File: config.mk
export PLATFORM = sky130hd
export DESIGN_NAME = imem_fetch_ctrl
export DESIGN_NICKNAME = d
export VERILOG_FILES = /design/src/rtl/imem_fetch_ctrl.sv
export SDC_FILE = /design/constraint.sdc
export NUM_CORES = 1
export LEC_CHECK = 0
export CORE_AREA = 2 2 86 88
export DETAILED_ROUTE_END_ITERATION = 10
export DIE_AREA = 0 0 88 90
export PLACE_DENSITY_LB_ADDON = 0.25
export SYNTH_ARGS = -nofsm -noshare
export SYNTH_HDL_FRONTEND = slang
export SYNTH_SLANG_ARGS = --single-unit
File: constraint.sdc
create_clock -name clk -period 2 [get_ports clk]
set_clock_uncertainty 0.15 [all_clocks]
set_input_delay 0.4 -clock clk [delete_from_list [all_inputs] [get_ports clk]]
set_output_delay 0.4 -clock clk [all_outputs]
set_load 0.02 [all_outputs]
File: src/rtl/imem_fetch_ctrl.sv
// Instruction fetch controller: PC sequencing, registered fetch output with a
// valid/ready handshake, redirects and a saturating accepted-instruction counter.
// Optional zero-word halt detection is enabled by defining FETCH_HALT_ON_ZERO_EN.
module imem_fetch_ctrl #(
    parameter logic [5:0] RESET_PC = 6'd0,
    parameter int         CNT_W    = 16
) (
    input  logic             clk,
    input  logic             reset,
    input  logic             start,
    input  logic             redirect,
    input  logic [5:0]       redirect_addr,
    output logic [5:0]       imem_addr,
    input  logic [31:0]      imem_data,
    output logic             out_valid,
    input  logic             out_ready,
    output logic [31:0]      out_instr,
    output logic [5:0]       out_pc,
    output logic             halted,
    output logic [CNT_W-1:0] fetch_cnt
);

    typedef enum logic [1:0] {
        ST_IDLE   = 2'd0,
        ST_RUN    = 2'd1,
        ST_HALTED = 2'd2
    } state_t;

    state_t           r_state;
    logic [5:0]       r_pc;
    logic             r_valid;
    logic [31:0]      r_instr;
    logic [5:0]       r_out_pc;
    logic [CNT_W-1:0] r_cnt;

    logic w_accept;
    logic w_load;
    logic w_zero;
    logic w_cnt_max;

    assign w_accept  = r_valid && out_ready;
    assign w_load    = !r_valid || out_ready;
    assign w_cnt_max = &r_cnt;

`ifdef FETCH_HALT_ON_ZERO_EN
    assign w_zero = (imem_data == 32'h0000_0000);
`else
    assign w_zero = 1'b0;
`endif

    assign imem_addr = r_pc;
    assign out_valid = r_valid;
    assign out_instr = r_instr;
    assign out_pc    = r_out_pc;
    assign fetch_cnt = r_cnt;
    assign halted    = (r_state == ST_HALTED);

    always_ff @(posedge clk or posedge reset) begin
        if (reset) begin
            r_state  <= ST_IDLE;
            r_pc     <= RESET_PC;
            r_valid  <= 1'b0;
            r_instr  <= 32'h0000_0000;
            r_out_pc <= 6'd0;
            r_cnt    <= '0;
        end else begin
            // A handshake always counts, even when a redirect discards the pipeline.
            if (w_accept && !w_cnt_max)
                r_cnt <= r_cnt + CNT_W'(1);

            if (redirect) begin
                r_pc    <= redirect_addr;
                r_valid <= 1'b0;
                r_state <= ST_RUN;
            end else begin
                case (r_state)
                    ST_IDLE: begin
                        if (w_accept)
                            r_valid <= 1'b0;
                        if (start)
                            r_state <= ST_RUN;
                    end
                    ST_RUN: begin
                        if (w_load) begin
                            if (w_zero) begin
                                // Zero word is not presented and the PC stays on it.
                                r_valid <= 1'b0;
                                r_state <= ST_HALTED;
                            end else begin
                                r_instr  <= imem_data;
                                r_out_pc <= r_pc;
                                r_valid  <= 1'b1;
                                r_pc     <= r_pc + 6'd1;
                            end
                        end
                    end
                    ST_HALTED: begin
                        if (w_accept)
                            r_valid <= 1'b0;
                    end
                    default: r_state <= ST_IDLE;
                endcase
            end
        end
    end

endmodule

==> summary.txt, run 1 <==
Floorplanning
  – IO Count: 105
  – Core area: 0.007020 mm²
  – Starting Density: 38.09%
  – Die X: 88 µm
  – Row cnt: 31
  – Die ar.: 0.007920 mm²
  – Die H: 90 µm

Timing
  – Unrepaired setup endpoints after global routing: false
  – Final Setup Violations: 0
  – Hold WS: 0.3573 ns
  – Max-slew violation count: 0
  – Tcrit/Tclk final: 96.54%
  – Fmax: 517.9 MHz
  – Fin crit period: 1.931 ns
  – Final Hold Fails: 0
  – Setup TNS: 0 ns

Clock tree
  – Clock Sinks: 62
  – Cts bufs inserted: 9
  – CTS tree: built
  – CTS H-tree lvls: 3
  – Root Driver: clkbuf_8
  – Max Root-Sink Buffers: 2
  – Clock latency at the later pin of the worst-skew pair: 0.33 ns
  – Clk slew on worst S/H paths: 0.08 ns
  – Setup bufs post-CTS: 0

Setup path
  – Crit-path cells: clkdlybuf4s50_1
  – Slowest stage delay, CP: 0.63 ns
  – Critical path's slowest cell: clkdlybuf4s50_1
  – CP Class: flip-flop to primary output
  – CP Capture Type: primary output
  – Cell family contributing the most delay on the critical path: buffers and inverters
  – Worst Path Arrival: 1.38 ns
  – Critical path launch point type: flip-flop
  – Buf/Inv on CP: 1
  – Worst endpoint required time: 1.45 ns
  – CP Max Fanout: 6

Global routing
  – Total gr overflow: 0
  – Antenna violations before repair: 0
  – Largest net degree at the start of global routing: 63
  – Vias in the first global route: 2,100
  – Global Route Usage Sum: 15.58%
  – First-pass GRT wire length: 9680 µm

Job
  – Max Cap Violations: 0

Logic synthesis
  – Mapped Area: 0.002674 mm²
  – Avg Cell Area, Syn: 13.17 µm²
  – Synth area leaders: dfrtp_1 (58%), mux2_2 (19%), xor2_1 (2.6%)
  – Synth top cells by count: dfrtp_1 (62), mux2_2 (44), nand2_1 (14)
  – Top FF cell, synth: dfrtp_1
  – Async set-reset flop share out of synthesis: 100.0%
  – Cell with the most instances after synthesis: dfrtp_1
  – Share of Yosys cell area claimed by the top area cell type: 58.03%
  – Cells after Synth: 203
  – Leading area contributor after synthesis: dfrtp_1
  – Post-synth net total: 248
  – EDFF count, synth: 0
  – Seq/Total Area, Yosys: 58.03%
  – Synthesized flop and latch total: 62
  – Count of different cell masters after synthesis: 35
  – YS warnings: 0

Final layout
  – # fillers: 596
  – Nets: 370
  – N_diodes: 0
  – P&R area growth vs syn: 56.01%
  – Layout Utilization: 59.42%
  – Design area: 0.004172 mm²
  – Ratio of cells with drive above 1 in the final layout: 25.15%

Power and ir drop
  – Power share of the clock group: 31.3%
  – P_leak: 1.819 nW
  – Internal power: 2.731 mW
  – Switching share of power: 29.70%
  – Comb power frac: 27.8%
  – Net Switching: 1.154 mW
  – Cell Pwr Density: 931.3 mW/mm²
  – Power Total: 3.885 mW
  – Max IR drop VDD: 0.4824 mV
  – Seq pwr share: 41.0%

Route
  – Initial DRT Pass Iterations: 4
  – DRC viols: 0
  – DRT iter0 DRCs: 60
  – Antenna Nets Post-Route: 0
  – Routed length per placed instance: 13.76 µm
  – Final wirelength: 5901 µm
  – Vias: 2,012
  – DR vias/cell: 4.690

Place
  – Cell Area, Placed: 0.003928 mm²
  – Post-DP HPWL: 4145 µm
  – Gpl congestion: 0.7800
  – IO buf count: 103

Outcome
  – Status: finished clean

Min path
  – HP Class: primary input to asynchronous set/reset pin
[cells by family (layout without fill, tap and decap cells)]
group                    Yosys count  in the layout  synth area share (%)
buffers and inverters             11            138                 2.433
multiplexers                      47             47                 19.70
other                              1              1                0.1402
AND/OR/NAND/NOR                   50             50                 11.18
XOR/XNOR                          11             11                 3.603
adder cells (fa/ha/maj)            2              2                0.9357
flip-flops                        62             62                 58.03
AO/OA/AOI/OAI                     19             19                 3.978
[layout by cell type (no fill, tap or decap), drive strengths merged]
cell type,n
ha,2
nand2b,2
or3,2
clkdlybuf4s50,93
a2111oi,1
mux2i,2
xor2,8
dlymetal6s2s,9
buf,15
and3,3
nand3,7
bufinv,2
clkbuf,9
dlygate4sd2,1
o211ai,1
xnor2,3
and2,3
nor4,2
nor2,4
inv,3
o21ai,12
clkinvlp,2
conb,1
mux2,45
a31oi,1
a21oi,4
and4,3
dfrtp,62
nor3,3
clkinv,4
nand4,7
nand2,14
[power by group through the flow]
stage	Combinational [mW]	Clock [mW]	Sequential, mW
floorplan	0.282	0	1.84
global placement	1.10	0	1.61
detailed placement	1.11	0	1.61
CTS	1.10	1.27	1.59
global route	1.16	1.31	1.62
finish	1.08	1.21	1.59
[sequential cells by signal, indices dropped and copies added (netlist names)]
register,flops
out_instr,32
fetch_cnt,16
imem_addr,6
out_pc,6
out_valid,1
r_state,1
[cell type report]
cell class                 count  area, µm²  area share, %
sequential                    62       1551          37.19
timing repair buffer         118       1190          28.52
multi-input combinational    130       1065          25.52
clock buffer                   9      123.9          2.969
tap                           99      123.9          2.969
clock inverter                 7      98.84          2.370
inverter                       4      18.77         0.4499
[path summary, 6_finish.rpt]
kind	startpoint	endpoint	slack [ns]	cells after the start
min	reset	fetch_cnt[5]	0.36	3
max in group asynchronous	reset	imem_addr[4]	1.07	3
max	fetch_cnt[10]	fetch_cnt[10]	0.07	1
max reg2reg	fetch_cnt[1]	fetch_cnt[1]	0.14	5
min reg2reg	out_instr[24]	out_instr[24]	0.36	1
min in group clk	out_instr[24]	out_instr[24]	0.36	1
[metal layers]
| layer | vias up | track usage (%) | share of wire (%) |
|---|---|---|---|
| met1 | 969 | 19.00 | 43 |
| met3 | 4 | 4.316 | 6.7 |
| met4 | 0 | 7.051 | 0.98 |
| li1 | 966 | - | - |
| met5 | - | 0 | 0 |
| met2 | 73 | 25.32 | 49 |
[per-stage QoR]
stage | cells | worst slack [ns]
2_1_floorplan | 203 | 0.04008
6_report | 429 | 0.06919
3_5_place_dp | 413 | -0.1180
4_1_cts | 429 | 0.009814
5_1_grt | 429 | 0.003278
3_3_place_gp | 413 | -0.07366
[timing repair]
item / 4_1_cts / 5_1_grt
hold buffers: 0 / 0
setup endpoints to repair: 1 / 9
resized for setup: 1 / 9
pin swaps: 0 / 0
(Power assumes the default switching activity.)
==> run 2, diff against run 1 <==
--- a/config.mk
+++ b/config.mk
@@ -5,10 +5,12 @@
 export SDC_FILE = /design/constraint.sdc
 export NUM_CORES = 1
 export LEC_CHECK = 0
-export CORE_AREA = 2 2 86 88
+export CORE_AREA = 2 2 85 87
+export CTS_BUF_LIST = sky130_fd_sc_hd__clkbuf_8
 export DETAILED_ROUTE_END_ITERATION = 10
-export DIE_AREA = 0 0 88 90
+export DIE_AREA = 0 0 87 89
 export PLACE_DENSITY_LB_ADDON = 0.25
+export REMOVE_ABC_BUFFERS = 1
 export SYNTH_ARGS = -nofsm -noshare
 export SYNTH_HDL_FRONTEND = slang
 export SYNTH_SLANG_ARGS = --single-unit
==> run 2 against run 1 <==
  * Register-to-register slack got worse by 0.03 ns
  * Setup slack got worse by 0.020 ns
  * Sequential power is essentially flat
  * Maximum frequency down 1.0%
  * Combinational power about the same
  * Core utilization increased by 2.2 points
  * Sequential share of layout area increased by 0.30 points
  * Clock-buffer cell count grew 1
  * Power decreased by 3.3%
  * Non-clock buffer count increased by 1
  * Largest cell class unchanged
  * Largest power group unchanged
==> summary.txt, run 2 (synthesis results as in run 1) <==
Clock tree
  – Clock latency at the later pin of the worst-skew pair: 0.33 ns
  – CTS H-tree lvls: 3
  – Clock Sinks: 62
  – Cts bufs inserted: 9
  – Hold buffers post-CTS: 0
  – Root Driver: clkbuf_8
  – Max Root-Sink Buffers: 2
  – CTS tree: built
  – Clk slew on worst S/H paths: 0.07 ns

Route
  – Met3 WL: 335 µm
  – Final wirelength: 6192 µm
  – Routed length per placed instance: 15.10 µm
  – Initial DRT Pass Iterations: 4
  – DRC viols: 0
  – Top Metal Used: met4
  – Vias: 1,989
  – Wl on met1: 2731 µm
  – Length of routed met2 wiring: 2991 µm
  – DRT iter0 DRCs: 92
  – Antenna Nets Post-Route: 0
  – DR vias/cell: 4.851

Setup path
  – Critical path's slowest cell: clkdlybuf4s50_1
  – Stages on the worst setup path: 1
  – Setup crit end: out_valid
  – Worst Path Arrival: 1.40 ns
  – CP Max Fanout: 4
  – Reg2reg end: fetch_cnt[1]
  – Worst endpoint required time: 1.45 ns
  – Reg-to-reg startpoint: fetch_cnt[1]
  – Slowest stage delay, CP: 0.64 ns
  – Cell family contributing the most delay on the critical path: buffers and inverters
  – Critical path launch point type: flip-flop
  – CP Class: flip-flop to primary output
  – FF-to-FF path depth: 5
  – CP startpoint: out_valid
  – CP Capture Type: primary output
  – Crit-path cells: clkdlybuf4s50_1
  – Buf/Inv on CP: 1
  – Worst reg-to-reg setup slack: 0.11 ns

Power and ir drop
  – Max IR drop VDD: 0.3917 mV
  – Cell Pwr Density: 908.1 mW/mm²
  – P_leak: 1.801 nW
  – Power Total: 3.757 mW

Floorplanning
  – Die ar.: 0.007743 mm²
  – Die H: 89 µm
  – Core area: 0.006719 mm²
  – Starting Density: 39.80%
  – IO Count: 105
  – Die X: 87 µm
  – Row cnt: 30

Timing
  – Fin crit period: 1.951 ns
  – Final Setup Violations: 0
  – Fmax: 512.6 MHz
  – Max-slew violation count: 0
  – Unrepaired setup endpoints after global routing: false
  – Final Hold Fails: 0
  – Tcrit/Tclk final: 97.54%

Global routing
  – Global Route Usage Sum: 16.59%
  – Total gr overflow: 0
  – Vias in the first global route: 1,986
  – First-pass GRT wire length: 9646 µm
  – Antenna violations before repair: 0
  – Largest net degree at the start of global routing: 26

Job
  – Max Cap Violations: 0

Final layout
  – Layout Utilization: 61.58%
  – Nets: 371
  – Max reg flops: 32
  – Ratio of cells with drive above 1 in the final layout: 24.85%
  – P&R area growth vs syn: 54.75%
  – Most common cell after layout, fill and taps aside: clkdlybuf4s50_1
  – N_diodes: 0
  – Commonest cells after routing, fill and taps aside: clkdlybuf4s50_1 (95), dfrtp_1 (62), mux2_2 (44)

Place
  – Gpl congestion: 0.7798
  – Post-DP HPWL: 4650 µm
  – IO buf count: 103

Min path
  – HP Class: primary input to asynchronous set/reset pin

Outcome
  – Status: finished clean
run 2: cell count changes in the layout (fill, tap and decap cells not counted):
cell	change
clkinv_4	-3
buf_12	+2
clkdlybuf4s50_1	+2
dlymetal6s2s_1	-2
buf_4	-1
bufinv_16	-1
clkbuf_8	+1
clkinv_2	+1
clkinvlp_4	-1
inv_1	+1
inv_2	+1
run 2: worst min-delay path by stage:
stage,end,slack [ns],depth (start not counted),start
global route,out_instr[8],0.24,2,reset
CTS,out_instr[20],0.22,2,reset
finish,out_instr[7],0.22,2,reset
detailed placement,out_pc[5],0.34,1,out_pc[5]
floorplan,out_valid,0.31,1,redirect
global placement,out_instr[18],0.34,1,out_instr[18]
run 2: power breakdown:
part / switching, mW / internal [mW]
clock network: 0.466 / 0.593
registers: 0.150 / 1.44
logic: 0.501 / 0.605
total: 1.12 / 2.64
run 2: per-stage QoR:
step	area, µm²	hold slack, ns	setup slack (ns)	setup TNS [ns]	instances
2_1_floorplan	2624	0.3131	-1.026	-44.65	196
3_3_place_gp	3918	0.3377	-0.1155	-4.350	393
3_5_place_dp	3918	0.3446	-0.1374	-4.602	393
4_1_cts	4105	0.2207	0.006104	0	408
5_1_grt	4138	0.2394	0.001323	0	410
6_report	4138	0.2233	0.04923	0	410
run 2: routing by layer:
layer / up-vias / global-route usage, %
met5: - / 0
met4: 0 / 8.949
met3: 9 / 4.617
met2: 64 / 25.82
met1: 952 / 21.10
li1: 964 / -
run 2: repair_timing:
| action | 4_1_cts | 5_1_grt |
|---|---|---|
| gates resized for setup | 1 | 7 |
| buffers inserted | 0 | 2 |
| hold endpoints to repair | 0 | 0 |
| pin swaps | 0 | 0 |
| setup endpoints to repair | 1 | 8 |
run 2: layout make-up:
| type | count | area [µm²] |
|---|---|---|
| flip-flops and latches | 62 | 1551 |
| fillers | 534 | 2581 |
| well taps | 80 | 100.1 |
| clock inverters | 5 | 51.30 |
| inverters | 4 | 15.01 |
| repair buffers | 119 | 1217 |
| clock buffers | 10 | 137.6 |
| multi-input cells | 130 | 1065 |
==> run 3, diff against run 2 <==
--- a/config.mk
+++ b/config.mk
@@ -11,6 +11,7 @@
 export DIE_AREA = 0 0 87 89
 export PLACE_DENSITY_LB_ADDON = 0.25
 export REMOVE_ABC_BUFFERS = 1
+export SETUP_SLACK_MARGIN = 0.3
 export SYNTH_ARGS = -nofsm -noshare
 export SYNTH_HDL_FRONTEND = slang
 export SYNTH_SLANG_ARGS = --single-unit
==> run 3 against run 2 <==
  * Global-route usage is 1.2 points higher
  * Sequential cell count unchanged
  * Die area stayed put
  * Critical path depth grew 4
==> summary.txt, run 3 (synthesis results as in run 1) <==
Global routing
  – Antenna violations before repair: 0
  – Global Route Usage Sum: 17.78%
  – First-pass GRT wire length: 10,320 µm
  – Vias in the first global route: 2,072
  – Total gr overflow: 0
  – Largest net degree at the start of global routing: 26

Route
  – Initial DRT Pass Iterations: 4
  – Vias: 2,078
  – DRC viols: 0
  – DR vias/cell: 4.971
  – Antenna Nets Post-Route: 0
  – Routed length per placed instance: 15.78 µm
  – DRT iter0 DRCs: 71
  – Final wirelength: 6594 µm

Timing
  – Tcrit/Tclk final: 89.64%
  – Unrepaired setup endpoints after global routing: true
  – Final Hold Fails: 0
  – Max-slew violation count: 0
  – Fin crit period: 1.793 ns
  – Fmax: 557.8 MHz
  – Final Setup Violations: 0

Setup path
  – Worst endpoint required time: 2.06 ns
  – CP Capture Type: flip-flop
  – Cell family contributing the most delay on the critical path: simple AND/OR/NAND/NOR gates
  – Critical path launch point type: flip-flop
  – CP Max Fanout: 3
  – Worst Path Arrival: 1.85 ns
  – Critical path's slowest cell: or3_4
  – Buf/Inv on CP: 0
  – CP Class: flip-flop to flip-flop
  – Crit-path cells: ha_2 > nand2_2 > or3_4 > o21ai_4 > mux2_4
  – Slowest stage delay, CP: 0.41 ns

Clock tree
  – CTS tree: built
  – Max Root-Sink Buffers: 2
  – CTS H-tree lvls: 3
  – Cts bufs inserted: 9
  – Root Driver: clkbuf_8
  – Clk slew on worst S/H paths: 0.07 ns
  – Clock Sinks: 62
  – Clock latency at the later pin of the worst-skew pair: 0.33 ns

Final layout
  – Area of the multi-input gates: 0.001136 mm²
  – Nets: 379
  – Commonest cells after routing, fill and taps aside: dfrtp_1 (61), dlygate4sd2_1 (46), clkdlybuf4s50_1 (41)
  – Layout Utilization: 63.91%
  – Register Area: 0.001553 mm²
  – Most common cell after layout, fill and taps aside: dfrtp_1
  – Fin cells: 418
  – Ratio of cells with drive above 1 in the final layout: 31.36%
  – # fillers: 537
  – P&R area growth vs syn: 60.60%
  – Max reg flops: 32
  – N_diodes: 0

Place
  – Gpl congestion: 0.7798
  – IO buf count: 103
  – Placed cells: 393
  – Post-DP HPWL: 4650 µm

Outcome
  – Status: finished clean

Floorplanning
  – Row cnt: 30
  – Die ar.: 0.007743 mm²
  – Starting Density: 39.80%
  – Die H: 89 µm
  – Core area: 0.006719 mm²
  – IO Count: 105
  – Die X: 87 µm

Job
  – Max Cap Violations: 0

Power and ir drop
  – Net Switching: 1.148 mW
  – Max IR drop VDD: 0.3858 mV
  – Cell Pwr Density: 871.5 mW/mm²
  – Switching share of power: 30.68%
  – P_leak: 1.954 nW
  – Power share of the clock group: 28.3%
  – Internal power: 2.594 mW
  – Comb power frac: 29.1%
  – Seq pwr share: 42.5%

Min path
  – HP Class: primary input to asynchronous set/reset pin
[run 3: final timing paths]
check | start | slack, ns | cells after the start | endpoint
hold / removal | reset | 0.22 | 2 | out_instr[7]
min in group clk | out_instr[1] | 0.35 | 1 | out_instr[1]
max in group asynchronous | reset | 1.00 | 3 | out_pc[3]
setup / recovery | fetch_cnt[0] | 0.21 | 5 | fetch_cnt[1]
hold reg to reg | out_instr[1] | 0.35 | 1 | out_instr[1]
setup reg to reg | fetch_cnt[0] | 0.21 | 5 | fetch_cnt[1]
[run 3: layer usage]
layer | up-vias | global-route usage (%) | wire length (µm)
li1 | 979 | - | -
met3 | 9 | 4.432 | 346
met5 | - | 0 | 0
met2 | 70 | 28.59 | 3249
met1 | 1020 | 22.40 | 2865
met4 | 0 | 8.949 | 131
[run 3: layout make-up]
type | instances | area share, %
tap | 80 | 2.331
clock buffer | 10 | 3.205
multi-input combinational | 130 | 26.46
sequential | 62 | 36.16
inverter | 4 | 0.3497
clock inverter | 5 | 1.195
timing repair buffer | 127 | 30.30
[run 3: power by group through the flow]
stage          Clock [mW]  Combinational, mW  Sequential, mW
6_report             1.06               1.09            1.59
5_1_grt              1.15               1.17            1.63
3_3_place_gp            0               1.08            1.61
2_1_floorplan           0              0.274            1.84
4_1_cts              1.10               1.09            1.59
3_5_place_dp            0               1.10            1.62
[run 3: through the flow]
step	setup slack (ns)	setup TNS (ns)	instance area [µm²]	hold WS, ns	total power [mW]
2_1_floorplan	-1.026	-44.65	2624	0.3131	2.112
3_3_place_gp	-0.1155	-4.350	3918	0.3377	2.697
3_5_place_dp	-0.1374	-4.602	3918	0.3446	2.722
4_1_cts	0.2101	0	4275	0.2207	3.780
5_1_grt	0.1363	0	4294	0.2399	3.944
6_report	0.2071	0	4294	0.2236	3.742
[run 3: what timing repair did]
| action | CTS | global route |
|---|---|---|
| endpoints found under the setup margin | 110 | 53 |
| resized for setup | 90 | 22 |
| hold buffers | 0 | 0 |
| buffers inserted | 6 | 1 |
| gates cloned | 3 | 0 |
| pin swaps | 6 | 7 |
